## src/rtl/mem_access_stage.sv

```systemverilog
// rtl/mem_access_stage.sv - data-memory access stage: req/ack load/store with timeout, writeback presentation
module mem_access_stage #(
    parameter int TIMEOUT = 256
) (
    input  logic        clk,
    input  logic        rst,
    input  logic [31:0] instr_in,
    input  logic        is_load,
    input  logic        is_store,
    input  logic [31:0] addr_in,
    input  logic [31:0] store_data_in,
    input  logic [31:0] result_in,
    input  logic [3:0]  rd_in,
    input  logic        wb_en_in,
    input  logic        flush,
    output logic        mem_req,
    output logic        mem_we,
    output logic [31:0] mem_addr,
    output logic [31:0] mem_wdata,
    input  logic        mem_ack,
    input  logic [31:0] mem_rdata,
    output logic        stall,
    output logic [31:0] instr_out,
    output logic [3:0]  rd_out,
    output logic [31:0] wb_data,
    output logic        wb_en,
    output logic        bus_err
);

    localparam int CW = $clog2(TIMEOUT + 1);
    localparam logic [CW-1:0] CNT_LAST = CW'(TIMEOUT - 1);
    localparam logic [31:0] NOP = 32'hE320F000;
    localparam logic [0:0] S_IDLE   = 1'b0;
    localparam logic [0:0] S_ACCESS = 1'b1;

    logic [0:0]    state_q, state_d;
    logic [CW-1:0] cnt_q, cnt_d;
    logic [31:0]   instr_q, instr_d;
    logic          load_q, load_d;
    logic          store_q, store_d;
    logic [31:0]   addr_q, addr_d;
    logic [31:0]   wdata_q, wdata_d;
    logic [31:0]   result_q, result_d;
    logic [3:0]    rd_q, rd_d;
    logic          wben_q, wben_d;
    logic [31:0]   rdata_q, rdata_d;
    logic          err_q, err_d;

    always_comb begin
        state_d  = state_q;
        cnt_d    = cnt_q;
        instr_d  = instr_q;
        load_d   = load_q;
        store_d  = store_q;
        addr_d   = addr_q;
        wdata_d  = wdata_q;
        result_d = result_q;
        rd_d     = rd_q;
        wben_d   = wben_q;
        rdata_d  = rdata_q;
        err_d    = err_q;
        case (state_q)
            S_IDLE: begin
                instr_d  = flush ? NOP : instr_in;
                load_d   = is_load & ~flush;
                store_d  = is_store & ~flush;
                addr_d   = addr_in;
                wdata_d  = store_data_in;
                result_d = result_in;
                rd_d     = rd_in;
                wben_d   = wb_en_in & ~flush;
                err_d    = 1'b0;
                if (load_d | store_d) begin
                    state_d = S_ACCESS;
                    cnt_d   = '0;
                end
            end
            S_ACCESS: begin
                // An ack on the last allowed cycle takes priority over the timeout.
                if (mem_ack) begin
                    if (load_q) rdata_d = mem_rdata;
                    state_d = S_IDLE;
                end else if (cnt_q == CNT_LAST) begin
                    state_d = S_IDLE;
                    err_d   = 1'b1;
                    wben_d  = 1'b0;
                end else begin
                    cnt_d = cnt_q + CW'(1);
                end
            end
            default: state_d = S_IDLE;
        endcase
    end

    always_ff @(posedge clk or posedge rst) begin
        if (rst) begin
            state_q  <= S_IDLE;
            cnt_q    <= '0;
            instr_q  <= NOP;
            load_q   <= 1'b0;
            store_q  <= 1'b0;
            addr_q   <= '0;
            wdata_q  <= '0;
            result_q <= '0;
            rd_q     <= '0;
            wben_q   <= 1'b0;
            rdata_q  <= '0;
            err_q    <= 1'b0;
        end else begin
            state_q  <= state_d;
            cnt_q    <= cnt_d;
            instr_q  <= instr_d;
            load_q   <= load_d;
            store_q  <= store_d;
            addr_q   <= addr_d;
            wdata_q  <= wdata_d;
            result_q <= result_d;
            rd_q     <= rd_d;
            wben_q   <= wben_d;
            rdata_q  <= rdata_d;
            err_q    <= err_d;
        end
    end

    logic in_access;
    assign in_access = (state_q == S_ACCESS);

    assign stall     = in_access;
    assign mem_req   = in_access;
    assign mem_we    = in_access & store_q & ~load_q;
    assign mem_addr  = in_access ? addr_q : 32'd0;
    assign mem_wdata = in_access ? wdata_q : 32'd0;
    assign instr_out = in_access ? NOP : instr_q;
    assign rd_out    = rd_q;
    assign wb_data   = load_q ? rdata_q : result_q;
    assign wb_en     = wben_q & ~in_access;
    assign bus_err   = err_q & ~in_access;

endmodule

```

## config.mk

```make
export PLATFORM = sky130hd
export DESIGN_NAME = mem_access_stage
export DESIGN_NICKNAME = d
export VERILOG_FILES = /design/src/rtl/mem_access_stage.sv
export SDC_FILE = /design/constraint.sdc
export NUM_CORES = 1
export LEC_CHECK = 0
export CORE_UTILIZATION = 44
export CTS_CLUSTER_SIZE = 20
export DETAILED_ROUTE_END_ITERATION = 10
export PLACE_DENSITY = 0.81
export SLEW_MARGIN = 20
export SYNTH_ARGS = -nofsm -noshare
export SYNTH_HDL_FRONTEND = slang
export SYNTH_SLANG_ARGS = --single-unit
```

## constraint.sdc

```tcl
create_clock -name clk -period 6.1 [get_ports clk]
set_input_delay 0.61 -clock clk [delete_from_list [all_inputs] [get_ports clk]]
set_output_delay 0.61 -clock clk [all_outputs]
set_load 0.02 [all_outputs]
```

==> impl_metrics.env <==
export IMPL_layout_setup_ws_ps=2640
export IMPL_num_rows=48
export IMPL_crit_family="buffers and inverters"
export IMPL_status="complete, no violations"
export IMPL_drt_pre_antenna_iters=4
export IMPL_cts_hold_buffers=0
export IMPL_tns_ps=0
export IMPL_synth_top_family_by_area="multiplexers"
export IMPL_num_vias=5469
export IMPL_fmax_mhz=289
export IMPL_cts_resized_gates=0
export IMPL_antenna_cells=0
export IMPL_synthAdderAreaFrac_pct=0.322
export IMPL_hpwl_um=13200
export IMPL_min_period_ps=3460
export IMPL_post_cts_buffers=0
export IMPL_nets=1048
export IMPL_final_hold_violation_count=0
export IMPL_core_um2=17300
export IMPL_synthXorXnorAreaFrac_pct=0.113
export IMPL_yosysSeqAreaShare_pct=57.5
export IMPL_setup_viol=0
export IMPL_hold_path_class="register to register"
export IMPL_start_util_pct=44.9
export IMPL_synth_distinct_cells=35
export IMPL_drt_iter0_drc=198
export IMPL_powerDensity_nw_per_um2=336
export IMPL_yosysTopAreaCell="dfrtp_1"
export IMPL_fin_crit_sh_pct=56.7
export IMPL_viasPerCell=4.91
export IMPL_arrival_ps=2850
export IMPL_clock_latency_ps=430
export IMPL_clk_pin_slew_worst_paths_ps=60
export IMPL_dieArea_um2=18200
export IMPL_worstRegToRegCells=5
export IMPL_synth_edf_count=0
export IMPL_synth_main_ff_cell="dfrtp_1"
export IMPL_crit_fanout=83
export IMPL_wire_per_inst_um=16.9
export IMPL_gp_congestion=0.765
export IMPL_syn_to_final_growth_pct=49.3
export IMPL_grt_max_degree=127
export IMPL_timing_final_max_slew_violations=0
export IMPL_slowest_delay_ps=990
export IMPL_grt_overflow=0
export IMPL_port_buffers=307
export IMPL_min_delay_start="cnt_q[7]"
export IMPL_cpMaxStageDelayCell="dfrtp_4"
export IMPL_reg2reg_from="mem_req"
export IMPL_synth_net_count=757
export IMPL_ant_nets=0
export IMPL_clock_sinks=178
export IMPL_tightest_slew_ps=1000
export IMPL_synth_area_mux_share_pct=23.9
export IMPL_relSlewSlack_pct=33.0
export IMPL_clock_skew_ps=13.0
export IMPL_htreeDepth=4
export IMPL_power_w=0.00389
export IMPL_yosys_warnings=0
export IMPL_rsz0062_at_grt="false"
export IMPL_synthSimpleGateAreaFrac_pct=10.7
export IMPL_cts_tree="built"
export IMPL_r2r_slack_ps=3400
export IMPL_avgSynthCellArea_um2=13.3
export IMPL_route_detailed_drc=0
export IMPL_grt_pass1_wl_um=29300
export IMPL_antenna_found_initial=0
export IMPL_worstPathRequired_ps=5490
export IMPL_synth_top_area_share_pct=54.1
export IMPL_wirelength_um=18800
export IMPL_worstSetupPathType="register to output port"
export IMPL_synthArstFlopShare_pct=100
export IMPL_clk_path_buf_depth=2
export IMPL_cts_buffers_inserted=17
export IMPL_die_w_um=135
export IMPL_drive_gt1_share_pct=25.6
export IMPL_hold_end="cnt_q[7]"
export IMPL_fp_dieH_um=135
export IMPL_syn_inst=584
export IMPL_ios=308
export IMPL_synth_commonest_cells="dfrtp_1, mux2_2, and2_1"
export IMPL_synth_most_common_cell="dfrtp_1"
export IMPL_whs_ps=474
export IMPL_root_buffer="clkbuf_16"
export IMPL_ir_drop_mv=0.188
export IMPL_critPathLaunchType="register"
export IMPL_synthTopCellsByArea="dfrtp_1, mux2_2, and2_1"
export IMPL_crit_chain="buf_4, and2_1, clkdlybuf4s50_1"
export IMPL_cap_violations=0
export IMPL_critPathCaptureType="output port"
export IMPL_hold_depth=1
export IMPL_synth_seq_cells=178
export IMPL_grt_pass1_vias=5537
export IMPL_place_ws_ps=3050
export IMPL_synth_area_um2=7770
export IMPL_synth_compound_area_share_pct=4.76
export IMPL_grt_use_total_pct=21.1
export IMPL_cp_num_buf_inv=2
export IMPL_r2r_end="cnt_q[4]"
export IMPL_p_leak_nw=4.82
-- layout make-up --
type,instances,area [um2]
inverter,3,21.3
multi-input combinational,362,3100
clock buffer,18,429
timing repair buffer,313,3130
tap,225,282
sequential,178,4470
clock inverter,14,176
fill,1366,5690
-- cell usage in the layout, fill, tap and decap left out, types with 2 or more instances in the layout --
| cell | n |
|---|---|
| clkbuf_16 | 17 |
| nor2_1 | 11 |
| a21oi_1 | 3 |
| dfrtp_1 | 167 |
| mux2_2 | 164 |
| buf_4 | 5 |
| clkinv_2 | 2 |
| o21ai_1 | 4 |
| clkinvlp_4 | 2 |
| inv_6 | 5 |
| bufinv_16 | 3 |
| dfstp_2 | 10 |
| o21ai_0 | 13 |
| or2_2 | 10 |
| and2_1 | 64 |
| and3_1 | 4 |
| nor2b_1 | 25 |
| a22o_1 | 26 |
| nand3_1 | 3 |
| clkinv_4 | 4 |
| nand2_1 | 19 |
| clkdlybuf4s50_1 | 307 |
| ha_1 | 2 |
-- stage by stage --
stage	instance area, um2	utilization [%]	instances
after floorplan	7770	-	584
after global placement	11000	63.6	1081
after detailed placement	11000	63.6	1081
after CTS	11600	67.1	1113
after global routing	11600	67.1	1113
final	11600	67.1	1113
-- cell families (layout without fill, tap and decap cells) --
group	count (synthesis)	in the layout
fa+ha+maj	2	2
xor+xnor	1	1
compound gates	51	51
mux	165	165
flops	178	178
simple gates	143	143
buf+inv	44	348
-- metal layers --
metal / part of all wire (%) / routed length, um / global-route usage (%) / vias up
li1: - / - / - / 2604
met1: 41 / 7650 / 25.6 / 2653
met2: 49 / 9290 / 34.5 / 182
met3: 6.7 / 1270 / 6.38 / 30
met4: 3.1 / 590 / 9.74 / 0
met5: 0 / 0 / 0 / -
-- worst max-delay path by stage --
stage	start	endpoint	cells past startpoint
CTS	mem_req	mem_addr[14]	3
floorplan	rst	addr_q[0]	1
global placement	mem_req	mem_addr[26]	3
global route	mem_req	mem_addr[17]	3
detailed placement	mem_req	mem_addr[14]	3
finish	mem_req	mem_addr[14]	3
-- sequential cells by signal (all words and copies together), names as in the netlist --
name / cells
addr_q: 32
cnt_q: 9
err_q: 1
instr_q: 32
load_q: 1
mem_req: 1
rd_out: 4
rdata_q: 32
result_q: 32
store_q: 1
wben_q: 1
wdata_q: 32
-- where the power goes --
group          switching [W]  internal, W  total (W)
sequential          0.000158      0.00145    0.00161
clock               0.000476     0.000650    0.00113
combinational       0.000490     0.000671    0.00116
Power figures use the tool's default switching activity.
